**src/rtl/shift_cmd_seq_if.sv**
```systemverilog
// Command, shifter-drive and result bundle between control logic, the sequencer and shifter8.
interface shift_cmd_seq_if #(parameter int REPS_W = 4);
    logic              cmd_valid;
    logic              cmd_ready;
    logic [1:0]        cmd_op;
    logic [1:0]        cmd_shamt;
    logic [REPS_W-1:0] cmd_reps;
    logic [7:0]        cmd_data;
    logic [2:0]        sh_op;
    logic [1:0]        sh_shamt;
    logic [7:0]        sh_d_in;
    logic [7:0]        sh_d_out;
    logic              res_valid;
    logic              res_ready;
    logic [7:0]        res_data;
    logic              busy;

    modport master (
        output cmd_valid, cmd_op, cmd_shamt, cmd_reps, cmd_data, sh_d_out, res_ready,
        input  cmd_ready, sh_op, sh_shamt, sh_d_in, res_valid, res_data, busy
    );

    modport slave (
        input  cmd_valid, cmd_op, cmd_shamt, cmd_reps, cmd_data, sh_d_out, res_ready,
        output cmd_ready, sh_op, sh_shamt, sh_d_in, res_valid, res_data, busy
    );
endinterface

```
**src/rtl/shift_cmd_seq.sv**
```systemverilog
// Sequences one LOAD plus N shift cycles into shifter8 per accepted command and
// returns the shifter's registered output through a valid/ready result port.
module shift_cmd_seq #(
    parameter int REPS_W = 4
) (
    input  logic           clk,
    input  logic           reset,
    shift_cmd_seq_if.slave bus
);
    typedef enum logic [2:0] {IDLE, LOAD, SHIFT, CAPTURE, HOLD} state_t;

    localparam logic [2:0] OP_NOP  = 3'b000;
    localparam logic [2:0] OP_LOAD = 3'b001;
    localparam logic [2:0] OP_LSL  = 3'b010;
    localparam logic [2:0] OP_LSR  = 3'b011;
    localparam logic [2:0] OP_ASR  = 3'b100;

    state_t            state, state_nxt;
    logic [1:0]        op_q;
    logic [1:0]        shamt_q;
    logic [REPS_W-1:0] reps_q;
    logic [REPS_W-1:0] cnt;
    logic [7:0]        data_q;
    logic [7:0]        res_q;

    always_ff @(posedge clk) begin
        if (reset) begin
            state   <= IDLE;
            op_q    <= '0;
            shamt_q <= '0;
            reps_q  <= '0;
            cnt     <= '0;
            data_q  <= '0;
            res_q   <= '0;
        end else begin
            state <= state_nxt;
            case (state)
                IDLE: if (bus.cmd_valid) begin
                    op_q    <= bus.cmd_op;
                    shamt_q <= bus.cmd_shamt;
                    // load-only commands never shift, whatever reps says
                    reps_q  <= (bus.cmd_op == 2'd3) ? '0 : bus.cmd_reps;
                    data_q  <= bus.cmd_data;
                end
                LOAD:    cnt   <= reps_q;
                SHIFT:   cnt   <= cnt - 1'b1;
                CAPTURE: res_q <= bus.sh_d_out;
                default: ;
            endcase
        end
    end

    always_comb begin
        state_nxt     = state;
        bus.cmd_ready = 1'b0;
        bus.sh_op     = OP_NOP;
        bus.res_valid = 1'b0;
        case (state)
            IDLE: begin
                bus.cmd_ready = 1'b1;
                if (bus.cmd_valid) state_nxt = LOAD;
            end
            LOAD: begin
                bus.sh_op = OP_LOAD;
                state_nxt = (reps_q == '0) ? CAPTURE : SHIFT;
            end
            SHIFT: begin
                case (op_q)
                    2'd0:    bus.sh_op = OP_LSL;
                    2'd1:    bus.sh_op = OP_LSR;
                    default: bus.sh_op = OP_ASR;
                endcase
                if (cnt == REPS_W'(1)) state_nxt = CAPTURE;
            end
            CAPTURE: state_nxt = HOLD;
            HOLD: begin
                bus.res_valid = 1'b1;
                if (bus.res_ready) state_nxt = IDLE;
            end
            default: state_nxt = IDLE;
        endcase
    end

    assign bus.sh_shamt = shamt_q;
    assign bus.sh_d_in  = data_q;
    assign bus.res_data = res_q;
    assign bus.busy     = (state != IDLE);
endmodule

```
**src/flat_wrapper.sv**
```systemverilog
// flat-port wrapper written by rule: the top's interface ports become plain ports
module shift_cmd_seq_flat 
#(
    parameter int REPS_W = 4
)
  (clk, reset, bus_cmd_valid, bus_cmd_op, bus_cmd_shamt, bus_cmd_reps, bus_cmd_data, bus_sh_d_out, bus_res_ready, bus_cmd_ready, bus_sh_op, bus_sh_shamt, bus_sh_d_in, bus_res_valid, bus_res_data, bus_busy);
  shift_cmd_seq_if #(.REPS_W(REPS_W)) bus_i ();
  input  logic clk;
  input  logic reset;
  input wire logic [$bits(bus_i.cmd_valid)-1:0] bus_cmd_valid;
  input wire logic [$bits(bus_i.cmd_op)-1:0] bus_cmd_op;
  input wire logic [$bits(bus_i.cmd_shamt)-1:0] bus_cmd_shamt;
  input wire logic [$bits(bus_i.cmd_reps)-1:0] bus_cmd_reps;
  input wire logic [$bits(bus_i.cmd_data)-1:0] bus_cmd_data;
  input wire logic [$bits(bus_i.sh_d_out)-1:0] bus_sh_d_out;
  input wire logic [$bits(bus_i.res_ready)-1:0] bus_res_ready;
  output wire logic [$bits(bus_i.cmd_ready)-1:0] bus_cmd_ready;
  output wire logic [$bits(bus_i.sh_op)-1:0] bus_sh_op;
  output wire logic [$bits(bus_i.sh_shamt)-1:0] bus_sh_shamt;
  output wire logic [$bits(bus_i.sh_d_in)-1:0] bus_sh_d_in;
  output wire logic [$bits(bus_i.res_valid)-1:0] bus_res_valid;
  output wire logic [$bits(bus_i.res_data)-1:0] bus_res_data;
  output wire logic [$bits(bus_i.busy)-1:0] bus_busy;
  assign bus_i.cmd_valid = bus_cmd_valid;
  assign bus_i.cmd_op = bus_cmd_op;
  assign bus_i.cmd_shamt = bus_cmd_shamt;
  assign bus_i.cmd_reps = bus_cmd_reps;
  assign bus_i.cmd_data = bus_cmd_data;
  assign bus_i.sh_d_out = bus_sh_d_out;
  assign bus_i.res_ready = bus_res_ready;
  assign bus_cmd_ready = bus_i.cmd_ready;
  assign bus_sh_op = bus_i.sh_op;
  assign bus_sh_shamt = bus_i.sh_shamt;
  assign bus_sh_d_in = bus_i.sh_d_in;
  assign bus_res_valid = bus_i.res_valid;
  assign bus_res_data = bus_i.res_data;
  assign bus_busy = bus_i.busy;
  shift_cmd_seq #(.REPS_W(REPS_W)) u_core (.clk(clk), .reset(reset), .bus(bus_i));
endmodule
```
**config.mk**
```make
export PLATFORM = sky130hd
export DESIGN_NAME = shift_cmd_seq_flat
export DESIGN_NICKNAME = d
export VERILOG_FILES = /design/src/rtl/shift_cmd_seq_if.sv /design/src/rtl/shift_cmd_seq.sv /design/src/flat_wrapper.sv
export SDC_FILE = /design/constraint.sdc
export NUM_CORES = 1
export LEC_CHECK = 0
export ABC_AREA = 1
export CAP_MARGIN = 20
export CELL_PAD_IN_SITES_DETAIL_PLACEMENT = 1
export CELL_PAD_IN_SITES_GLOBAL_PLACEMENT = 1
export CORE_MARGIN = 2
export CORE_UTILIZATION = 42
export DETAILED_ROUTE_END_ITERATION = 7
export DONT_BUFFER_PORTS = 1
export MAX_ROUTING_LAYER = met4
export PLACE_DENSITY = 0.75
export SYNTH_ARGS = -nofsm -noshare
export SYNTH_HDL_FRONTEND = slang
export SYNTH_SLANG_ARGS = --single-unit
```
**constraint.sdc**
```tcl
create_clock -name clk -period 1.7 [get_ports clk]
set_clock_uncertainty 0.2 [all_clocks]
set_input_delay 0.17 -clock clk [delete_from_list [all_inputs] [get_ports clk]]
set_output_delay 0.17 -clock clk [all_outputs]
set_load 0.02 [all_outputs]
```
* Word-level counts from Yosys, hierarchy flattened
Index checks and enable logic that the tools add are counted.
** Word-level totals
- Bits in latches :: 0
- Memory bits (writable) :: 0
- Logic and storage cells :: 36
- Bits of input ports :: 28
- Output and inout port bits :: 24
- Flip-flop bits (word level) :: 31
- Memories :: 0
- Memory bits (read-only) :: 0
** Cells by class
- Reductions and logical operators :: 7
- Equality and inequality tests :: 10
- $mul :: 0
- Shifts and indexed selects :: 0
- $add $sub $neg :: 1
- Bitwise operators :: 0
- $lt $le $gt $ge :: 0
- Divide/modulo/power cells :: 0
- Mux-type cells :: 11
** Operators by type and width (number)
- one-hot mux 3 bit (5 select lines) :: 1
- one-hot mux 3 bit (2 select lines) :: 2
- two-way mux 3 bit :: 3
- one-hot mux 4 bit (2 select lines) :: 1
- equality test 3 x 2 -> 1 bit (second input constant) :: 2
- equality test 4 x 1 -> 1 bit (second input constant) :: 1
- zero test 4 bit :: 1
- two-way mux 4 bit :: 1
- != test 2 bit (second input constant) :: 2
- subtractor 4 x 1 -> 4 bit (second input constant) :: 1
- equality test 3 x 1 -> 1 bit (second input constant) :: 1
- equality test 3 bit (second input constant) :: 1
- zero test 3 bit :: 1
- two-way mux 1 bit :: 3
- AND reduction 3 bit :: 1
- nonzero test 3 bit :: 1
- equality test 2 x 1 -> 1 bit (second input constant) :: 1
- equality test 2 bit (second input constant) :: 1
- zero test 2 bit :: 1
- != test 2 x 1 -> 1 bit (second input constant) :: 1
- AND reduction 2 bit :: 1
- nonzero test 2 bit :: 1

* Depth between registers and ports, before layout
- Depth in word-level cells :: 3
- Depth in mapped cells :: 7
- Depth with buffers taken out :: 7

* Least setup slack after synthesis
Ideal clock, no wire load.
- Path kind :: flip-flop to output port
- Start point :: register u_core.state[1]
- End point :: output port bus_sh_op[0]
- Arrival time :: 1.283 ns
- Path buffers :: 0
- Cell stages (with the launch flop) :: 7
- Data required time :: 1.330 ns
- Path slack :: 0.047 ns
- Cell sequence :: dfxtp_1 > inv_1 > nor2_1 > nand2_1 > nor2_1 > nand2_1 > nand2_1
** On the way
- Cells in the longest elaborated chain, start to end :: 2
- Elaborated cells between the ends (all ways) :: 3
- Classes of those cells :: eq/ne: 2; mux: 1
** RTL lines
- start: declaration :: RTL line shift_cmd_seq.sv:18 : state_t state, state_nxt;
- start signal: assignment :: RTL line shift_cmd_seq.sv:36 : state <= state_nxt;
- equality test 3 x 2 -> 1 bit / equality test 3 x 1 -> 1 bit (equally long branches) :: RTL line shift_cmd_seq.sv:58 : case (state)
- one-hot mux 3 bit (2 select lines) (*) :: RTL line shift_cmd_seq.sv:58
- end: declaration :: RTL line flat_wrapper.sv:18 : output wire logic [$bits(bus_i.sh_op)-1:0] bus_sh_op;
Mark *: on every way between the ends. The rest lies on a longest branch, timed or not.

* Worst setup path after layout
Same ends and word-level chain as after synthesis.

==> metrics <==
Yosys Warn Count=0; largest net degree at the start of global routing=20; layout cell share with drive strength beyond 1=14.4%; FP Rows=20; Area contributors post-synth=dfxtp_1 48%, a21oi_1 8.8%, nor2_1 8.1%; Clock Tree Buf Depth=2; Die ar.=0.00356 sq mm; fmax=594 MHz; Max FO, Critical Path=5; core area=0.00300 sq mm; HP Class=input port to register; Netlist Area Pre-Place=0.00130 sq mm; Top Usage Layer GRT=met2; Startpoint Class=register; die height=59.7 microns; met2 usage=47.4%; Register-to-Register Setup Slack=0.18 ns; Detail Route Antenna Nets=0; Worst R2R Start=u_core.state[1]; Post-Place Cells=206; top-area cell type share of the netlist area=47.7%; clk root buf=clkbuf_4; Rel. slew slack=48.8%; DRC Markers=0; flops & latches, synth=31; routing usage on met1=30.1%; IO Port Bufs=0; Final setup viols=0; Yosys cell types=20; placer congestion estimate=0.829; critical path class=register to primary output; final non-filler cell total=242; Pint=0.00136 W; CTS Buf Count=5; count leader, synth=dfxtp_1; Least-Margin Pin Slew=0.765 ns; PD cells=1370 mW/mm^2; sequential share of power=45.5%; Sink Count=31; first-pass GRT wire length=7150 microns; DRT Pass-1 Iters=4; P&R area growth vs syn=34.0%; Hold Startpoint=bus_cmd_op[0]; diodes inserted=0; Psw=0.00103 W; GR Util met3=7.58%; hpwl dp=2430 microns; Hold Slack=0.132 ns; # fillers=374; FFs w/ async S/R, synth=0%; Clock Power Share=16.1%; CP endpoint kind=primary output; Worst-Skew Late Latency=0.33 ns; Post-synth EDFFs=0; Gate Count Post-Synth=173; leakage=0.721 nW; total power=0.00239 W; Cells on Worst Hold Path=3; final worst-path cycle share=99.0%; GRT Total Usage=28.2%; max-slew violations=0; gr ovfl total=0; routed len/inst=18.4 microns; RSZ-0062 raised after global routing=yes; Worst VDD drop=0.000777 V; # nets final=240; CTS tree=done; final wirelength=4460 microns; syn_area_per_cell=7.52 sq um; Worst Path Arrival=1.31 ns; switching share of power=43.1%; syn_nets=203; vias in the first global route=1493; status=finished, final reports clean; r2r worst-path depth=6; number of DRC markers in iteration 0=54; leading area contributor after synthesis=dfxtp_1; Worst Hold Path EP=u_core.op_q[0]; sequential share of the synthesized area=47.7%; combinational power share=38.4%; Period minus WS final=1.68 ns; I/O Pins=52; WP data required=1.33 ns; H-tree Lvls=2; Post-synth top cells=31 x dfxtp_1, 28 x nor2_1, 25 x nand2_1, 23 x a21oi_1, 17 x o21ai_0; Worst-path clk slew=0.09 ns; Via density=5.68; initial antenna violation count=0; vias=1375; die width=59.7 microns; max cap viols=0; Primary FF master, synth=dfxtp_1; Reg2Reg Capture Point=u_core.op_q[1]; Final Hold Fails=0; Initial Utilization=43.3%
## registers in the layout, summed over array words and instances (netlist names)
name / flops
u_core.bus.res_data: 8
u_core.bus.sh_d_in: 8
u_core.cnt: 4
u_core.reps_q: 4
u_core.state: 3
u_core.bus.sh_shamt: 2
u_core.op_q: 2
## critical path, stage by stage (launching register included)
cell     delay, ns
dfxtp_4       0.40
inv_2         0.07
nor2_2        0.12
nand2_2       0.10
nor2_4        0.11
nand2_2       0.08
nand2_4       0.09
## power by group through the flow
stage | sequential [W] | clock, W | combinational, W
floorplan | 0.00104 | 0 | 0.000600
global placement | 0.00106 | 0 | 0.000706
detailed placement | 0.00107 | 0 | 0.000744
CTS | 0.00106 | 0.000392 | 0.000841
global route | 0.00110 | 0.000425 | 0.00103
finish | 0.00108 | 0.000385 | 0.000916
## metal layers
layer | routed length [microns] | share of wire [%]
met5 | 0 | 0
met1 | 1710 | 38
met3 | 231 | 5.2
met4 | 194 | 4.3
met2 | 2330 | 52
## per-stage QoR
step                utilization, %  TNS, ns  setup WS (ns)  cell area (sq um)
detailed placement            44.9        0         0.0938               1350
floorplan                        -        0         0.0465               1300
global placement              44.9        0          0.204               1350
global route                  58.1  -0.0710        -0.0469               1740
CTS                           56.5        0         0.0109               1700
finish                        58.1        0         0.0171               1740
## cell type report
class	instances	area [sq um]	share of cell area [%]
Clock buffer	6	41.3	2.37
Inverter	12	50.0	2.87
Multi-Input combinational cell	124	636	36.4
Sequential cell	31	626	35.9
Tap cell	33	41.3	2.37
Timing Repair Buffer	36	350	20.1
## placed cells by master (no fill, tap or decap), drive strengths merged
| master | count |
|---|---|
| a21boi | 2 |
| a21oi | 23 |
| buf | 7 |
| clkbuf | 6 |
| dfxtp | 31 |
| dlygate4sd3 | 26 |
| dlymetal6s4s | 3 |
| ha | 2 |
| inv | 12 |
| nand2 | 28 |
| nand3 | 16 |
| nand3b | 2 |
| nand4 | 2 |
| nor2 | 29 |
| nor3 | 2 |
| o21ai | 17 |
| xor2 | 1 |
## cells by family (layout without fill, tap and decap cells)
family | after synthesis | after routing | synth area share [%]
AOI/OAI and AO/OA | 42 | 42 | 16.5
buffers and inverters | 18 | 54 | 6.54
adders and majority gates | 2 | 2 | 1.92
xor gates and xnor gates | 1 | 1 | 0.673
and+or+nand+nor | 79 | 79 | 26.6
DFF | 31 | 31 | 47.7
## what timing repair did
item	in CTS	in global routing
setup buffers	0	1
pin swaps	0	3
hold buffers	29	0
gates resized for setup	6	18
hold endpoints to repair	29	0
endpoints found under the setup margin	3	16
## worst max path at each step
stage	from	endpoint	slack, ns	cells after the start
6_report	u_core.state[1]	bus_sh_op[0]	0.02	6
3_3_place_gp	u_core.state[1]	u_core.reps_q[2]	0.20	6
2_1_floorplan	u_core.state[1]	bus_sh_op[0]	0.05	6
4_1_cts	u_core.state[0]	bus_cmd_ready	0.01	4
3_5_place_dp	u_core.state[0]	u_core.reps_q[3]	0.09	6
5_1_grt	u_core.state[1]	bus_sh_op[0]	-0.05	6
No activity file was read; power rests on OpenSTA's default activity.
